==> src/rtl/alarm_pkg.sv <==
// Shared types and constants for the alarm-clock controller.
package alarm_pkg;

  localparam logic [1:0] FIELD_SEC  = 2'd0;
  localparam logic [1:0] FIELD_MIN  = 2'd1;
  localparam logic [1:0] FIELD_HOUR = 2'd2;

  typedef enum logic [1:0] {
    IDLE   = 2'd0,
    RING   = 2'd1,
    SNOOZE = 2'd2
  } fsm_t;

  localparam logic [3:0] LSB_MAX      = 4'd9;
  localparam logic [3:0] SEC_MSB_MAX  = 4'd5;
  localparam logic [3:0] HOUR_MSB_MAX = 4'd2;
  localparam logic [3:0] HOUR_LSB_MAX = 4'd3;

  typedef struct packed {
    logic [3:0] msb;
    logic [3:0] lsb;
  } bcd2_t;

endpackage

==> src/rtl/alarm_ctrl_bcd2_inc.sv <==
// Combinational two-digit BCD incrementer; wraps to 00 after MAX_MSB:MAX_LSB.
module bcd2_inc
  import alarm_pkg::*;
#(
  parameter logic [3:0] MAX_MSB = SEC_MSB_MAX,
  parameter logic [3:0] MAX_LSB = LSB_MAX
) (
  input  bcd2_t val,
  output bcd2_t nxt
);

  always_comb begin
    nxt = val;
    if (val.msb >= MAX_MSB && val.lsb >= MAX_LSB) begin
      nxt = '0;
    end else if (val.lsb >= LSB_MAX) begin
      nxt.lsb = '0;
      nxt.msb = val.msb + 4'd1;
    end else begin
      nxt.lsb = val.lsb + 4'd1;
    end
  end

endmodule

==> src/rtl/alarm_ctrl.sv <==
// Alarm-clock UI controller: field edit, set-time pulses, match detect, ring/snooze.
// Snooze support is built only when ALARM_CTRL_SNOOZE_EN is defined.
module alarm_ctrl
  import alarm_pkg::*;
#(
  parameter int unsigned RING_SECS   = 30,
  parameter int unsigned SNOOZE_SECS = 300
) (
  input  logic       clk,
  input  logic       reset,
  input  logic       sec_tick,
  input  logic       btn_next_tick,
  input  logic       btn_inc_tick,
  input  logic       btn_on_tick,
  input  logic       btn_set_tick,
  input  logic [3:0] cur_secMSB,
  input  logic [3:0] cur_secLSB,
  input  logic [3:0] cur_minMSB,
  input  logic [3:0] cur_minLSB,
  input  logic [3:0] cur_hourMSB,
  input  logic [3:0] cur_hourLSB,
  output logic [1:0] state,
  output logic       settime,
  output logic       on,
  output logic [3:0] alarmsecMSB,
  output logic [3:0] alarmsecLSB,
  output logic [3:0] alarmminMSB,
  output logic [3:0] alarmminLSB,
  output logic [3:0] alarmhourMSB,
  output logic [3:0] alarmhourLSB,
  output logic       time_inc_sec,
  output logic       time_inc_min,
  output logic       time_inc_hour,
  output logic       ring
);

  localparam int unsigned CNT_MAX = (RING_SECS > SNOOZE_SECS) ? RING_SECS : SNOOZE_SECS;
  localparam int unsigned CNT_W   = $clog2(CNT_MAX + 1);

  fsm_t             fsm_q, fsm_d;
  logic [CNT_W-1:0] cnt_q, cnt_d;
  logic [1:0]       state_q, state_d;
  logic             settime_q, settime_d, on_q, on_d, ring_q, ring_d;
  logic             match_q, match_d, match_rise, dismiss;
  logic             time_inc_sec_q, time_inc_sec_d;
  logic             time_inc_min_q, time_inc_min_d;
  logic             time_inc_hour_q, time_inc_hour_d;
  bcd2_t            alarm_sec_q, alarm_sec_d, alarm_min_q, alarm_min_d;
  bcd2_t            alarm_hour_q, alarm_hour_d;
  bcd2_t            sec_inc, min_inc, hour_inc;

  bcd2_inc #(.MAX_MSB(SEC_MSB_MAX), .MAX_LSB(LSB_MAX)) u_sec_inc (
    .val(alarm_sec_q), .nxt(sec_inc));
  bcd2_inc #(.MAX_MSB(SEC_MSB_MAX), .MAX_LSB(LSB_MAX)) u_min_inc (
    .val(alarm_min_q), .nxt(min_inc));
  bcd2_inc #(.MAX_MSB(HOUR_MSB_MAX), .MAX_LSB(HOUR_LSB_MAX)) u_hour_inc (
    .val(alarm_hour_q), .nxt(hour_inc));

  assign match_d = on_q & ~settime_q &
                   ({cur_hourMSB, cur_hourLSB, cur_minMSB, cur_minLSB, cur_secMSB, cur_secLSB}
                    == {alarm_hour_q, alarm_min_q, alarm_sec_q});
  // Only a fresh match rings, so holding at equality after a dismiss stays quiet.
  assign match_rise = match_d & ~match_q;

`ifdef ALARM_CTRL_SNOOZE_EN
  assign dismiss = btn_next_tick | btn_set_tick | btn_on_tick;
`else
  assign dismiss = btn_next_tick | btn_set_tick | btn_on_tick | btn_inc_tick;
`endif

  always_comb begin
    state_d         = state_q;
    settime_d       = settime_q ^ btn_set_tick;
    on_d            = on_q ^ btn_on_tick;
    alarm_sec_d     = alarm_sec_q;
    alarm_min_d     = alarm_min_q;
    alarm_hour_d    = alarm_hour_q;
    time_inc_sec_d  = 1'b0;
    time_inc_min_d  = 1'b0;
    time_inc_hour_d = 1'b0;
    fsm_d           = fsm_q;
    cnt_d           = cnt_q;

    if (btn_next_tick) begin
      state_d = (state_q >= FIELD_HOUR) ? FIELD_SEC : state_q + 2'd1;
    end

    if (btn_inc_tick && fsm_q != RING) begin
      case (state_q)
        FIELD_SEC:  if (settime_q) time_inc_sec_d  = 1'b1; else alarm_sec_d  = sec_inc;
        FIELD_MIN:  if (settime_q) time_inc_min_d  = 1'b1; else alarm_min_d  = min_inc;
        FIELD_HOUR: if (settime_q) time_inc_hour_d = 1'b1; else alarm_hour_d = hour_inc;
        default: ;
      endcase
    end

    case (fsm_q)
      IDLE: begin
        if (match_rise) begin
          fsm_d = RING;
          cnt_d = '0;
        end
      end
      RING: begin
        if (dismiss) begin
          fsm_d = IDLE;
`ifdef ALARM_CTRL_SNOOZE_EN
        end else if (btn_inc_tick) begin
          fsm_d = SNOOZE;
          cnt_d = '0;
`endif
        end else if (cnt_q == CNT_W'(RING_SECS)) begin
          fsm_d = IDLE;
        end else if (sec_tick) begin
          cnt_d = cnt_q + CNT_W'(1);
        end
      end
`ifdef ALARM_CTRL_SNOOZE_EN
      SNOOZE: begin
        if (btn_on_tick) begin
          on_d  = 1'b0;
          fsm_d = IDLE;
        end else if (cnt_q == CNT_W'(SNOOZE_SECS)) begin
          fsm_d = RING;
          cnt_d = '0;
        end else if (sec_tick) begin
          cnt_d = cnt_q + CNT_W'(1);
        end
      end
`endif
      default: fsm_d = IDLE;
    endcase

    ring_d = (fsm_d == RING);
  end

  always_ff @(posedge clk) begin
    if (reset) begin
      fsm_q           <= IDLE;
      cnt_q           <= '0;
      state_q         <= FIELD_SEC;
      settime_q       <= 1'b0;
      on_q            <= 1'b0;
      ring_q          <= 1'b0;
      match_q         <= 1'b0;
      time_inc_sec_q  <= 1'b0;
      time_inc_min_q  <= 1'b0;
      time_inc_hour_q <= 1'b0;
      alarm_sec_q     <= '0;
      alarm_min_q     <= '0;
      alarm_hour_q    <= '0;
    end else begin
      fsm_q           <= fsm_d;
      cnt_q           <= cnt_d;
      state_q         <= state_d;
      settime_q       <= settime_d;
      on_q            <= on_d;
      ring_q          <= ring_d;
      match_q         <= match_d;
      time_inc_sec_q  <= time_inc_sec_d;
      time_inc_min_q  <= time_inc_min_d;
      time_inc_hour_q <= time_inc_hour_d;
      alarm_sec_q     <= alarm_sec_d;
      alarm_min_q     <= alarm_min_d;
      alarm_hour_q    <= alarm_hour_d;
    end
  end

  assign state         = state_q;
  assign settime       = settime_q;
  assign on            = on_q;
  assign ring          = ring_q;
  assign time_inc_sec  = time_inc_sec_q;
  assign time_inc_min  = time_inc_min_q;
  assign time_inc_hour = time_inc_hour_q;
  assign alarmsecMSB   = alarm_sec_q.msb;
  assign alarmsecLSB   = alarm_sec_q.lsb;
  assign alarmminMSB   = alarm_min_q.msb;
  assign alarmminLSB   = alarm_min_q.lsb;
  assign alarmhourMSB  = alarm_hour_q.msb;
  assign alarmhourLSB  = alarm_hour_q.lsb;

endmodule

==> config.mk <==
export PLATFORM = sky130hd
export DESIGN_NAME = alarm_ctrl
export DESIGN_NICKNAME = d
export VERILOG_FILES = /design/src/rtl/alarm_pkg.sv /design/src/rtl/alarm_ctrl_bcd2_inc.sv /design/src/rtl/alarm_ctrl.sv
export SDC_FILE = /design/constraint.sdc
export NUM_CORES = 1
export LEC_CHECK = 0
export ABC_AREA = 0
export ABC_CLOCK_PERIOD_IN_PS = 3650
export CAP_MARGIN = 10
export CELL_PAD_IN_SITES_DETAIL_PLACEMENT = 1
export CELL_PAD_IN_SITES_GLOBAL_PLACEMENT = 2
export CORE_UTILIZATION = 25
export CTS_CLUSTER_SIZE = 40
export DETAILED_ROUTE_END_ITERATION = 10
export GPL_ROUTABILITY_DRIVEN = 0
export PLACE_DENSITY = 0.8
export SETUP_SLACK_MARGIN = 0.4
export SLEW_MARGIN = 30
export SYNTH_ARGS = -nofsm -noshare
export SYNTH_HDL_FRONTEND = slang
export SYNTH_SLANG_ARGS = --single-unit
export TNS_END_PERCENT = 30
==> constraint.sdc <==
create_clock -name clk -period 3.65 [get_ports clk]
set_clock_uncertainty 0.15 [all_clocks]
set_input_delay 0.73 -clock clk [delete_from_list [all_inputs] [get_ports clk]]
set_output_delay 0.73 -clock clk [all_outputs]
set_load 0.005 [all_outputs]
* Word level (Yosys, flattened, before mapping)
Cells that the tools add are included.
** Storage, ports and cells
- Flip-flop bits (word level) :: 44
- Latch bits :: 0
- RAM bits :: 0
- Bits in read-only memories :: 0
- Input port bits :: 31
- Output and inout port bits :: 32
- Logic and storage cells :: 97
- Memories kept :: 0
** Cells by class
- $add $sub $neg :: 8
- Multiply operators :: 0
- Divide/modulo/power cells :: 0
- $lt $le $gt $ge :: 8
- Eq/ne operators :: 11
- Shift-type cells :: 0
- Muxes and demuxes :: 20
- Bitwise operators :: 14
- Reduce and logical (&&, ||, !) cells :: 20
** Operator list (count)
- two-way mux 9 bit :: 4
- adder 4 x 1 -> 4 bit (second input constant) :: 6
- equality test 24 bit :: 1
- two-way mux 4 bit :: 6
- two-way mux 8 bit :: 3
- case mux 9 bit (2 select lines) :: 1
- >= comparator 4 bit (second input constant) :: 3
- AND reduction 4 bit :: 3
- adder 9 x 1 -> 9 bit (second input constant) :: 1
- equality test 9 x 5 -> 1 bit (second input constant) :: 1
- AND reduction 3 bit :: 3
- OR reduction 3 bit :: 3
- >= comparator 4 x 2 -> 1 bit (second input constant) :: 2
- >= comparator 4 x 3 -> 1 bit (second input constant) :: 2
- two-way mux 2 bit :: 4
- != test 2 bit (second input constant) :: 4
- nonzero test 2 bit :: 4
- equality test 2 x 1 -> 1 bit (second input constant) :: 3
- NOT 1 bit :: 6
- AND reduction 5 bit :: 1
- logical AND 1 bit :: 4
- zero test 2 bit :: 2
- case mux 2 bit (2 select lines) :: 1
- bitwise AND 1 bit :: 3
- 7 further kinds :: 10

* Longest topological paths before layout
Gate-level depths: netlist of the first run.
- Depth in word-level cells :: 7
- Depth in mapped cells :: 7
- Mapped depth without buffers :: 7

* Cells and area by module
A second synthesis of the first run with hierarchy kept.
** Second synthesis, totals
- Cells, all modules :: 327
- Area total of the unflattened synthesis :: 2859.0 µm²
** By module, submodules not included
- alarm_ctrl :: times used 1, cells each 229, area each 2087.0 µm², sequential area each 880.8 µm²
- bcd2_inc at u_min_inc ... :: times used 2, cells each 33, area each 267.8 µm², sequential area each 0.0 µm²
- bcd2_inc at u_hour_inc :: times used 1, cells each 32, area each 236.5 µm², sequential area each 0.0 µm²

* Worst setup path before layout of the first run
No wires, ideal clock.
- Kind :: in2reg
- Start :: input port cur_hourMSB[1]
- End :: register cnt_q[5]
- Setup time :: 0.134 ns
- Arrival time :: 1.777 ns
- Data required time :: 3.366 ns
- Path slack :: 1.589 ns
- Stages :: 5
- Path buffers :: 0
- Path through :: xor2_1 -> nor4_1 -> nand4_1 -> o211ai_1 -> o22ai_1
** On the way
- Cells in the longest elaborated chain, start to end :: 5
** RTL lines
- start: declaration :: RTL line alarm_ctrl.sv:20 : input logic [3:0] cur_hourMSB,
- equality test 24 bit :: RTL line alarm_ctrl.sv:61 : == {alarm_hour_q, alarm_min_q, alarm_sec_q});
- bitwise AND 1 bit :: RTL line alarm_ctrl.sv:59 : assign match_d = on_q & ~settime_q &
- bitwise AND 1 bit :: RTL line alarm_ctrl.sv:63 : assign match_rise = match_d & ~match_q;
- != test 2 bit (no line)
- AND reduction 5 bit (no line)
- end signal: assignment :: RTL line alarm_ctrl.sv:154 : cnt_q <= cnt_d;
- end: declaration :: RTL line alarm_ctrl.sv:41 : logic [CNT_W-1:0] cnt_q, cnt_d;
Every way passes these cells.
A chain may end at the register's enable or synchronous reset.

* Worst setup path in the final report of the first run
- Start :: input port btn_inc_tick
- End :: register alarm_sec_q (netlist bit alarmsecMSB[1])
** On the way
- Cells in the longest elaborated chain, start to end :: 2
** RTL lines
- start: declaration :: RTL line alarm_ctrl.sv:13 : input logic btn_inc_tick,
- logical AND 1 bit :: RTL line alarm_ctrl.sv:88 : if (btn_inc_tick && fsm_q != RING) begin
- AND reduction 4 bit (no line)
- end signal: assignment :: RTL line alarm_ctrl.sv:163 : alarm_sec_q <= alarm_sec_d;
- end: declaration :: RTL line alarm_ctrl.sv:48 : bcd2_t alarm_sec_q, alarm_sec_d, alarm_min_q, alarm_min_d;
Every way passes these cells.

==> results of run 1 <==
==> cell usage after synthesis (2+ instances only) <==
library cell   n  area (sq um)
a211oi_1       2          15.0
nand2_1       16          60.1
xor2_1        27           236
nand4b_1       2          17.5
a21oi_1        7          35.0
o21a_1         3          22.5
mux2i_1        6          60.1
a311oi_1       2          17.5
a31oi_1        5          31.3
buf_6          2          22.5
nor3_1         9          45.0
o31ai_1        2          15.0
nor2_1        36           135
nand2b_1       8          50.1
xnor2_1        5          43.8
o211ai_1       2          15.0
or3_1          3          18.8
o22ai_1        2          12.5
nand3_1        8          40.0
inv_1         21          78.8
nand4_1        7          43.8
o21ai_0        6          30.0
a41oi_1        4          35.0
nor3_2         2          20.0
nor4_1         8          50.1
dfxtp_1       44           881
ha_1          19           238
==> layout by cell type, fill, tap and decap left out, types with 3 or more instances in the layout <==
| cell type | netlist | layout |
|---|---|---|
| clkdlybuf4s50_1 | 0 | 62 |
| nand4_1 | 7 | 7 |
| nor4_1 | 8 | 8 |
| nor3_1 | 9 | 9 |
| nand2_1 | 16 | 16 |
| xor2_1 | 27 | 27 |
| a31oi_1 | 5 | 5 |
| o21a_1 | 3 | 3 |
| o21ai_0 | 6 | 6 |
| nand3_1 | 8 | 8 |
| dfxtp_1 | 44 | 44 |
| ha_1 | 19 | 19 |
| xnor2_1 | 5 | 5 |
| a41oi_1 | 4 | 4 |
| nand2b_1 | 8 | 8 |
| clkbuf_8 | 0 | 5 |
| or3_1 | 3 | 3 |
| nor2_1 | 36 | 36 |
| a21oi_1 | 7 | 7 |
| mux2i_1 | 6 | 6 |
| inv_1 | 21 | 21 |
==> layout make-up <==
cell class / count / area [sq um]
Clock buffer: 5 / 68.8
Fill cell: 1166 / 6320
Tap cell: 133 / 166
Timing Repair Buffer: 63 / 628
Multi-Input combinational cell: 214 / 1520
Inverter: 21 / 78.8
Sequential cell: 44 / 881
Clock inverter: 2 / 60.1
==> power breakdown <==
group	leakage [nW]	internal [mW]	switching (mW)	total [mW]
combinational	0.823	0.0694	0.0539	0.123
sequential	0.356	0.488	0.0168	0.505
clock	0.0642	0.269	0.165	0.434
total	1.24	0.827	0.235	1.06
==> logic make-up (layout without fill, tap and decap cells) <==
group           after synthesis  after routing  synth area share, %
mux                           7              7                 2.84
fa+ha+maj                    19             19                 9.48
buf+inv                      24             91                 4.19
xor+xnor                     32             32                 11.2
other cells                   1              1                0.149
compound gates               46             46                 13.7
simple gates                109            109                 23.4
flops                        44             44                 35.1
==> layer usage <==
layer  vias up  track usage (%)  share of wire, %
met3         2             3.08               3.4
met2        48             23.1                45
li1       1127                -                 -
met5         -                0                 0
met1      1066             20.0                51
met4         0             2.64              0.45
==> worst max-delay path, delay by kind of cell <==
kind | cells | cell delay, ps
compound gates | 2 | 540
buf+inv | 1 | 530
simple gates | 3 | 800
==> sequential cells by signal, summed over array words and instances, names as in the netlist, 2 cells and up <==
signal        flops
alarmminMSB       4
alarmsecLSB       4
state             2
alarmminLSB       4
alarmsecMSB       4
fsm_q             2
alarmhourMSB      4
cnt_q             9
alarmhourLSB      4
==> worst max-delay path by stage <==
stage	start	to	slack [ps]
after floorplan	cur_hourMSB[1]	cnt_q[5]	1590
after global placement	btn_inc_tick	alarmsecMSB[1]	730
after detailed placement	btn_inc_tick	alarmsecMSB[1]	720
after CTS	btn_inc_tick	alarmsecMSB[1]	1020
after global routing	btn_inc_tick	alarmsecMSB[1]	840
final	btn_inc_tick	alarmsecMSB[1]	1030
==> reports/metrics.cfg, run 1 <==
[die]
die-area_sq_um = 10400
rows = 36
pin_count = 63
core_sq_um = 9730
die_w_um = 102
initial_core_util_pct = 25.8
die_h_um = 102

[layout]
drive_above_1_share_pct = 5.44
antenna_cells = 0
fin_util_pct = 35.0
area_delta_synth_final_pct = 35.8
final_nets = 399
design_area_sq_um = 3410
fin_cells = 482

[sta]
worst_slew_pin_slew_ps = 561
slew_headroom_pct = 62.2
worst_hold_slack_ps = 355
drv_slew = 0
fin_ws_ps = 1030
tns_ps = 0
period_share_pct = 71.7
max_clock_freq_mhz = 382
setup_viol = 0
fin_crit_ps = 2620
hold_viol = 0
rsz0062_at_grt = no

[clock_tree]
cts_tree = done
clk_pin_slew_ps = 80
htree_levels = 2
cts_setup_buffers = 0
clock_path_buffers = 2
cts_made_buffers = 5
ctsRootBufferMaster = clkbuf_8
cts_resized = 0
cts_hold_buffers = 0
insertion_delay_ps = 290
cts_sinks = 44

[worst_hold_path]
hold_path.class = flip-flop to flip-flop
hp-start = cnt_q[8]
whs_endpoint = cnt_q[8]
min_path_cells = 1

[placement]
place_inst = 475
dp_hpwl_mm = 5.52
dp_slack_ps = 725
port_buffers = 62
placed_cell_area_sq_um = 3280

[critical_path]
worstSetupStartpointType = primary input
reg2reg_to = alarmhourMSB[1]
required_ps = 3650
max_stage_delay_ps = 530
ff2ff_path_depth = 7
critPathMaxFanout = 7
critPathSlowestCell = clkdlybuf4s50_1
path_cells = clkdlybuf4s50_1 -> nand2b_1 -> nor4_4 -> nand2_1 -> o21ai_0 -> a221oi_1
worstPathArrival_ps = 2620
worstSetupEndpointType = flip-flop
r2r_slack_ps = 1410
r2r-start = alarmhourMSB[0]
path_class = primary input to flip-flop

[synth]
ys_seq_area_share_pct = 35.1
syn_nets = 332
yosys_warnings = 0
syn_area_sq_um = 2510
synth-seq-cells = 44
synthFlopType = dfxtp_1
async_flop_share_pct = 0
synth_cell_type_count = 51
synth_edf_count = 0
syn_avg_cell_area_sq_um = 8.90
syn-instance-count = 282

[detailed_routing]
drt-vias-per-instance = 4.65
drtAntennaViolNets = 0
drt_iter0_drc = 87
vias = 2243
routed_wl_mm = 6.93
drc = 0
wl_per_cell_um = 14.4
dr.pass1.iters = 4

[global_route]
grt_pass1_wl_mm = 11.6
grt_util_all_layers_pct = 14.4
antenna_found_initial = 0
overflow = 0
grt_max_degree = 19
grt_pass1_vias = 2266

[power]
total_power_mw = 1.06
powerDensity_nw_per_um2 = 312
leakage_nw = 1.24
peakVddDrop_mv = 0.233

[run_status]
status = finished clean

[flow_run]
drv_cap = 0

No activity file was read; power rests on OpenSTA's default activity.
==> inputs of run 2 (changes only) <==
ABC_CLOCK_PERIOD_IN_PS = 2200   (was 3650)
PLACE_DENSITY = 0.83   (was 0.8)
clock period = 2.2 ns   (was 3.65 ns; I/O delays follow)
==> reports/metrics.cfg, run 2 (synthesized netlist as in run 1, its figures left out) <==
[die]
pin_count = 63  ; unchanged
die_w_um = 102  ; unchanged
die_h_um = 102  ; unchanged
die-area_sq_um = 10400  ; unchanged
core_sq_um = 9730  ; unchanged
rows = 36  ; unchanged
initial_core_util_pct = 25.8  ; unchanged

[critical_path]
required_ps = 2280  ; -1370 ps
r2r-start = cnt_q[5]
worstSetupStartpointType = flip-flop
worstSetupEndpointType = flip-flop
critPathMaxFanout = 7  ; unchanged
worstPathArrival_ps = 2070  ; -550 ps
critPathLaunch = cnt_q[5]
path_class = flip-flop to flip-flop
ff2ff_path_depth = 5  ; -2

[clock_tree]
cts_hold_buffers = 0  ; unchanged
insertion_delay_ps = 300  ; about the same
htree_levels = 2  ; unchanged
cts_sinks = 44  ; unchanged
clock_path_buffers = 2  ; unchanged
clk_pin_slew_ps = 90  ; about the same
cts_tree = done
cts_made_buffers = 5  ; unchanged
ctsRootBufferMaster = clkbuf_8

[detailed_routing]
dr.pass1.iters = 4  ; unchanged
m1WireLength_mm = 3.63  ; +3.3%
drc = 0  ; unchanged
wl_met3_um = 312  ; +31%
drt_iter0_drc = 57  ; -34%
top_layer = met4
drtAntennaViolNets = 0  ; unchanged
wl_met2_mm = 3.89  ; +24%
vias = 2528  ; +13%
wl_per_cell_um = 14.9  ; +3.9%
routed_wl_mm = 7.97  ; +15%
drt-vias-per-instance = 4.74  ; +1.9%

[layout]
antenna_cells = 0  ; unchanged
fin_cells = 533  ; +11%
drive_above_1_share_pct = 29.3  ; +24 points
regMostFlops = cnt_q
final_common_cell = buf_4
largest_register_ffs = 9  ; unchanged
final_cell_mix = buf_4 (49), nor2_1 (35), clkdlybuf4s50_1 (35)
design_area_sq_um = 3920  ; +15%
area_delta_synth_final_pct = 56.2
final_nets = 449  ; +13%

[sta]
drv_slew = 0  ; unchanged
rsz0062_at_grt = yes
fin_crit_ps = 1990
period_share_pct = 90.6
max_clock_freq_mhz = 502
setup_viol = 0  ; unchanged
hold_viol = 0  ; unchanged

[flow_run]
drv_cap = 0  ; unchanged

[worst_hold_path]
hp-start = cnt_q[7]
min_path_cells = 1  ; unchanged
hold_path.class = flip-flop to flip-flop

[power]
powerDensity_nw_per_um2 = 419  ; +34%
leakage_nw = 1.59  ; +28%
total_power_mw = 1.64  ; +54%
peakVddDrop_mv = 0.267  ; +14%

[placement]
port_buffers = 62  ; unchanged
dp_hpwl_mm = 5.97  ; +8.1%
place_inst = 502  ; +5.7%
placed_cell_area_sq_um = 3490  ; +6.4%

[global_route]
grt_max_degree = 15  ; -4
grt_pass1_wl_mm = 13.1  ; +13%
antenna_found_initial = 0  ; unchanged
overflow = 0  ; unchanged
grt_util_all_layers_pct = 16.4  ; +2.0 points
grt_pass1_vias = 2625  ; +16%

[run_status]
status = finished clean

==> run 2: critical path, cell delays in order (launching register included) <==
cell,delay (ps)
dfxtp_2,330
or4b_4,560
o2111ai_4,380
o211ai_1,170
buf_4,200
o22ai_2,130
==> run 2: report_power, final <==
| group | internal (mW) | switching, mW | leakage (nW) | total [mW] |
|---|---|---|---|---|
| clock | 0.257 | 0.301 | 0.0516 | 0.558 |
| combinational | 0.137 | 0.115 | 1.17 | 0.252 |
| sequential | 0.810 | 0.0205 | 0.368 | 0.831 |
| total | 1.20 | 0.436 | 1.59 | 1.64 |
==> run 2: worst paths after layout <==
check | to | slack, ps
hold / removal | cnt_q[7] | 370
hold reg to reg | cnt_q[7] | 370
setup reg to reg | cnt_q[5] | 210
setup / recovery | cnt_q[5] | 210
==> run 2: metal layers <==
metal | track usage (%) | vias up
met5 | 0 | -
met4 | 5.16 | 0
met3 | 3.56 | 9
met2 | 27.9 | 55
met1 | 20.6 | 1228
li1 | - | 1236
==> run 2: through the flow <==
stage	setup slack, ps	TNS (ps)	utilization (%)	hold WS, ps
5_1_grt	113	0	40.3	392
6_report	206	0	40.3	371
3_5_place_dp	-361	-3870	35.8	333
3_3_place_gp	-295	-3020	35.8	304
4_1_cts	259	0	39.2	376
2_1_floorplan	402	0	-	286
==> run 2: final cells by class <==
class / count / area [sq um]
Clock buffer: 6 / 82.6
Clock inverter: 2 / 13.8
Multi-Input combinational cell: 214 / 1680
Sequential cell: 44 / 921
Fill cell: 1180 / 5810
Tap cell: 133 / 166
Timing Repair Buffer: 113 / 981
Inverter: 21 / 78.8
==> run 2: what timing repair did <==
action                                  CTS  global route
setup buffers                            18             5
endpoints found under the setup margin   61            57
pin swaps                                21             9
resized for setup                        68            23
==> inputs of run 3 (changes only) <==
CTS_BUF_LIST = sky130_fd_sc_hd__clkbuf_8   (was unset)
SKIP_CTS_REPAIR_TIMING = 1   (was unset)
==> reports/metrics.cfg, run 3 (synthesized netlist as in run 1, its figures left out) <==
[global_route]
grt_util_all_layers_pct = 15.4  ; -0.96 points
antenna_found_initial = 0  ; unchanged
overflow = 0  ; unchanged
grt_pass1_wl_mm = 12.4  ; -5.8%
grt_max_degree = 15  ; unchanged
grt_pass1_vias = 2475  ; -5.7%

[critical_path]
critPathMaxFanout = 7  ; unchanged
worstSetupStartpointType = flip-flop
reg2reg_to = cnt_q[5]
required_ps = 2280  ; about the same
path_cells = or4b_4 -> o2111ai_4 -> o211ai_1 -> buf_4 -> o22ai_2
worstPathArrival_ps = 2070  ; about the same
worstSetupEndpointType = flip-flop
r2r-start = cnt_q[6]
critical_path.top_delay_family = compound AO/OA/AOI/OAI gates
cp.buffers_inverters = 1  ; unchanged
r2r_slack_ps = 220  ; about the same
critPathSlowestCell = or4b_4
path_class = flip-flop to flip-flop
max_stage_delay_ps = 570  ; about the same
ff2ff_path_depth = 5  ; unchanged

[layout]
fillers = 1146  ; -2.9%
largest_register_ffs = 9  ; unchanged
fin_cells = 516  ; -3.2%
fin_util_pct = 40.1  ; -0.22 points
final_common_cell = clkdlybuf4s50_1
final_nets = 432  ; -3.8%
antenna_cells = 0  ; unchanged
regMostFlops = cnt_q
drive_above_1_share_pct = 25.6  ; -3.7 points
final_cell_mix = clkdlybuf4s50_1 (38), nor2_1 (36), buf_4 (32)
area_delta_synth_final_pct = 55.4

[detailed_routing]
dr.pass1.iters = 4  ; unchanged
drt_iter0_drc = 66  ; +16%
routed_wl_mm = 7.87  ; -1.3%
vias = 2467  ; -2.4%
drc = 0  ; unchanged
wl_per_cell_um = 15.2  ; +2.0%
drt-vias-per-instance = 4.78  ; +0.80%
drtAntennaViolNets = 0  ; unchanged

[clock_tree]
cts_tree = done
cts_made_buffers = 5  ; unchanged
clk_pin_slew_ps = 90  ; about the same
ctsRootBufferMaster = clkbuf_8
insertion_delay_ps = 300  ; about the same
htree_levels = 2  ; unchanged
clock_path_buffers = 2  ; unchanged
cts_sinks = 44  ; unchanged

[power]
power.switching_uw = 446  ; +2.2%
powerDensity_nw_per_um2 = 424  ; +1.3%
p_int_mw = 1.21  ; +0.19%
leakage_nw = 1.69  ; +6.4%
pwr-share-seq_pct = 50.5  ; about the same
pwr-share-comb_pct = 15.3  ; about the same
power_frac_clock_pct = 34.2  ; +0.2 points
total_power_mw = 1.65  ; +0.73%
peakVddDrop_mv = 0.280  ; +5.1%
p_sw_share_pct = 27.0  ; +0.40 points

[placement]
dp_slack_ps = -361  ; unchanged
port_buffers = 62  ; unchanged
place_inst = 502  ; unchanged
dp_hpwl_mm = 5.97  ; unchanged

[sta]
rsz0062_at_grt = yes
period_share_pct = 90.1  ; -0.48 points
fin_ws_ps = 217  ; +10.5 ps
worst_hold_slack_ps = 367  ; -3.69 ps
drv_slew = 0  ; unchanged
max_clock_freq_mhz = 504  ; +0.53%
setup_viol = 0  ; unchanged
fin_crit_ps = 1980  ; -10.5 ps
hold_viol = 0  ; unchanged

[worst_hold_path]
hold_path.class = flip-flop to flip-flop
whs_endpoint = cnt_q[8]
min_path_cells = 1  ; unchanged
hp-start = cnt_q[8]

[run_status]
status = finished clean

[die]
die_h_um = 102  ; unchanged
initial_core_util_pct = 25.8  ; unchanged
pin_count = 63  ; unchanged
rows = 36  ; unchanged
die-area_sq_um = 10400  ; unchanged
die_w_um = 102  ; unchanged
core_sq_um = 9730  ; unchanged

[flow_run]
drv_cap = 0  ; unchanged

## run 3: final cells by class
| type | instances | area, sq um | share of cell area, % |
|---|---|---|---|
| timing repair buffer | 96 | 943 | 24.2 |
| clock inverter | 2 | 13.8 | 0.353 |
| sequential | 44 | 916 | 23.5 |
| tap | 133 | 166 | 4.27 |
| inverter | 21 | 81.3 | 2.09 |
| multi-input combinational | 214 | 1690 | 43.5 |
| clock buffer | 6 | 82.6 | 2.12 |
## run 3: worst max path at each step
stage	cells after the start	from	slack [ps]	endpoint
final	5	cnt_q[6]	220	cnt_q[5]
after global routing	5	cnt_q[6]	130	cnt_q[5]
after CTS	7	cur_minLSB[2]	-50	cnt_q[4]
after detailed placement	7	cur_minLSB[2]	-360	cnt_q[4]
after global placement	7	cur_minLSB[2]	-300	cnt_q[5]
after floorplan	6	alarmhourLSB[0]	400	alarmhourMSB[0]
## run 3: worst register-to-register path: cells and delay by family (launching register included)
kind	cells	cell delay, ps
simple gates	1	570
compound gates	3	650
buf+inv	1	190
flops	1	340
## run 3: metal layers
layer	wire, um	vias up	track usage (%)	part of all wire, %
met2	3810	54	25.8	48
met4	119	0	4.62	1.5
li1	-	1196	-	-
met1	3610	1208	19.8	46
met5	0	-	0	0
met3	323	9	3.49	4.1
## run 3: through the flow
| stage | TNS [ps] | area, sq um |
|---|---|---|
| floorplan | 0 | 2510 |
| CTS | -305 | 3580 |
| global route | 0 | 3900 |
| global placement | -3020 | 3490 |
| finish | 0 | 3900 |
| detailed placement | -3870 | 3490 |
## run 3: power groups by stage
stage               combinational [mW]  sequential [mW]  clock, mW
global route                     0.274            0.838      0.615
global placement                 0.229            0.855          0
detailed placement               0.235            0.855          0
CTS                              0.237            0.836      0.584
finish                           0.252            0.834      0.566
floorplan                       0.0896            0.852          0
==> RTL change, RTL diff (config.mk and constraints of run 2) <==
The 3 states of `fsm_t` get a one-hot encoding in 3 bits.
--- a/src/rtl/alarm_pkg.sv
+++ b/src/rtl/alarm_pkg.sv
@@ -5,10 +5,10 @@
   localparam logic [1:0] FIELD_MIN  = 2'd1;
   localparam logic [1:0] FIELD_HOUR = 2'd2;
 
-  typedef enum logic [1:0] {
-    IDLE   = 2'd0,
-    RING   = 2'd1,
-    SNOOZE = 2'd2
+  typedef enum logic [2:0] {
+    IDLE   = 3'b001,
+    RING   = 3'b010,
+    SNOOZE = 3'b100
   } fsm_t;
 
   localparam logic [3:0] LSB_MAX      = 4'd9;
Behaviour: no difference found for any inputs over 10 cycles, from zero or initial values and one cycle with reset high; not proved beyond that.
==> RTL change against run 2 <==
- sequential share of layout area fell by 0.73 points
- setup slack got worse by 0.014 ns
- sequential power rose by 2%
- largest cell class unchanged
- wire length rose by 4.1%
- largest power group unchanged
- sequential cell count rose by 1
- synthesized cell count rose by 0.71%
- fmax fell by 0.70%
- die area rose by 2.9%
- synthesized area rose by 2.9%
- clock power fell by 3%
- cell area rose by 5.5%
- power rose by 3.6%
==> RTL change: results (changes against run 2) <==
* Status: completed (unchanged)
* Leakage at 1.81 nW (was 1.59 nW)
* CP top delay family: simple AND/OR/NAND/NOR gates (was compound AO/OA/AOI/OAI gates)
* Layout clock area frac at 2.12% (was 2.46%)
* Layout cell share with drive strength beyond 1 at 32.5% (was 29.3%)
* Register Area at 941 µm² (was 921 µm²)
* Placed inst area at 3650 µm² (was 3490 µm²)
* Dpl ws at -0.402 ns (was -0.361 ns)
* Seq area share at 22.8% (was 23.5%)
* Max incr delay on CP at 0.54 ns (was 0.56 ns)
* Non-clk bufs at 115 (was 113)
* #MultiIn Comb at 216 (was 214)
* R2R cell count at 6 (was 5)
* DR WL/cell at 15.5 µm (was 14.9 µm)
* Worst IR drop on VDD at 0.000222 V (was 0.000267 V)
* First-pass GRT wire length at 13.1 mm (about the same)
* Hold wc startpoint: state[0] (was cnt_q[7])
* Final worst slack at 0.192 ns (was 0.206 ns)
* #FFs+latches synth at 45 (was 44)
* Slowest CP cell: or4_4 (was or4b_4)
* Synth area leaders: dfxtp_1 (35%), ha_1 (9.2%), xor2_1 (8.8%), nor2_1 (4.1%), nand2_1 (2.8%) (was dfxtp_1 (35%), ha_1 (9.5%), xor2_1 (9.4%), nor2_1 (5.4%), inv_1 (3.1%))
* Synth Instances at 284 (was 282)
* Seq/Total Area, Yosys at 34.9% (was 35.1%)
* Drt initial violations at 56 (was 57)
* Via count at 2476 (was 2528)
* Inverters at 16 (was 21)
* Non-clk buf share at 25.4% (was 25.0%)
## RTL change: changes by cell type after synthesis, moves of 5 or more
cell,delta
inv_1,-5
and3_1,+5
nor3_1,+5
nor2_1,-8
nand4_1,-5
## RTL change: cells by family (layout without fill, tap and decap cells)
kind of cell / after synthesis / count (layout) / share of synthesized area (%)
other: 1 / 1 / 0.145
and+or+nand+nor: 117 / 117 / 26.3
DFF: 45 / 45 / 34.9
muxes: 6 / 6 / 2.37
buffers and inverters: 23 / 139 / 4.17
AOI/OAI and AO/OA: 39 / 39 / 11.4
xor gates and xnor gates: 34 / 34 / 11.5
adders and majority gates: 19 / 19 / 9.21
## RTL change: timing repair
action                     4_1_cts  5_1_grt
buffers inserted                 9        2
resized for setup               56       48
hold buffers                     0        0
pin swaps                       22       14
setup endpoints to repair       64       62
## RTL change: per-layer routing
metal | share of wire, % | vias to the layer above | global-route usage [%] | routed length [µm]
met1 | 43 | 1199 | 18.2 | 3590
li1 | - | 1217 | - | -
met5 | 0 | - | 0 | 0
met2 | 51 | 48 | 27.7 | 4240
met3 | 3.5 | 12 | 3.02 | 286
met4 | 2.0 | 0 | 4.66 | 165
## RTL change: worst max-delay path by stage
stage                           end
floorplan           alarmhourMSB[0]
global placement           cnt_q[8]
global route               cnt_q[5]
detailed placement         cnt_q[5]
CTS                        cnt_q[0]
finish                     cnt_q[5]
## RTL change: power by group
| group | leakage, nW | total, mW | switching, mW | internal (mW) |
|---|---|---|---|---|
| clock network | 0.0374 | 0.540 | 0.316 | 0.225 |
| registers | 0.374 | 0.846 | 0.0194 | 0.827 |
| logic | 1.40 | 0.314 | 0.147 | 0.166 |
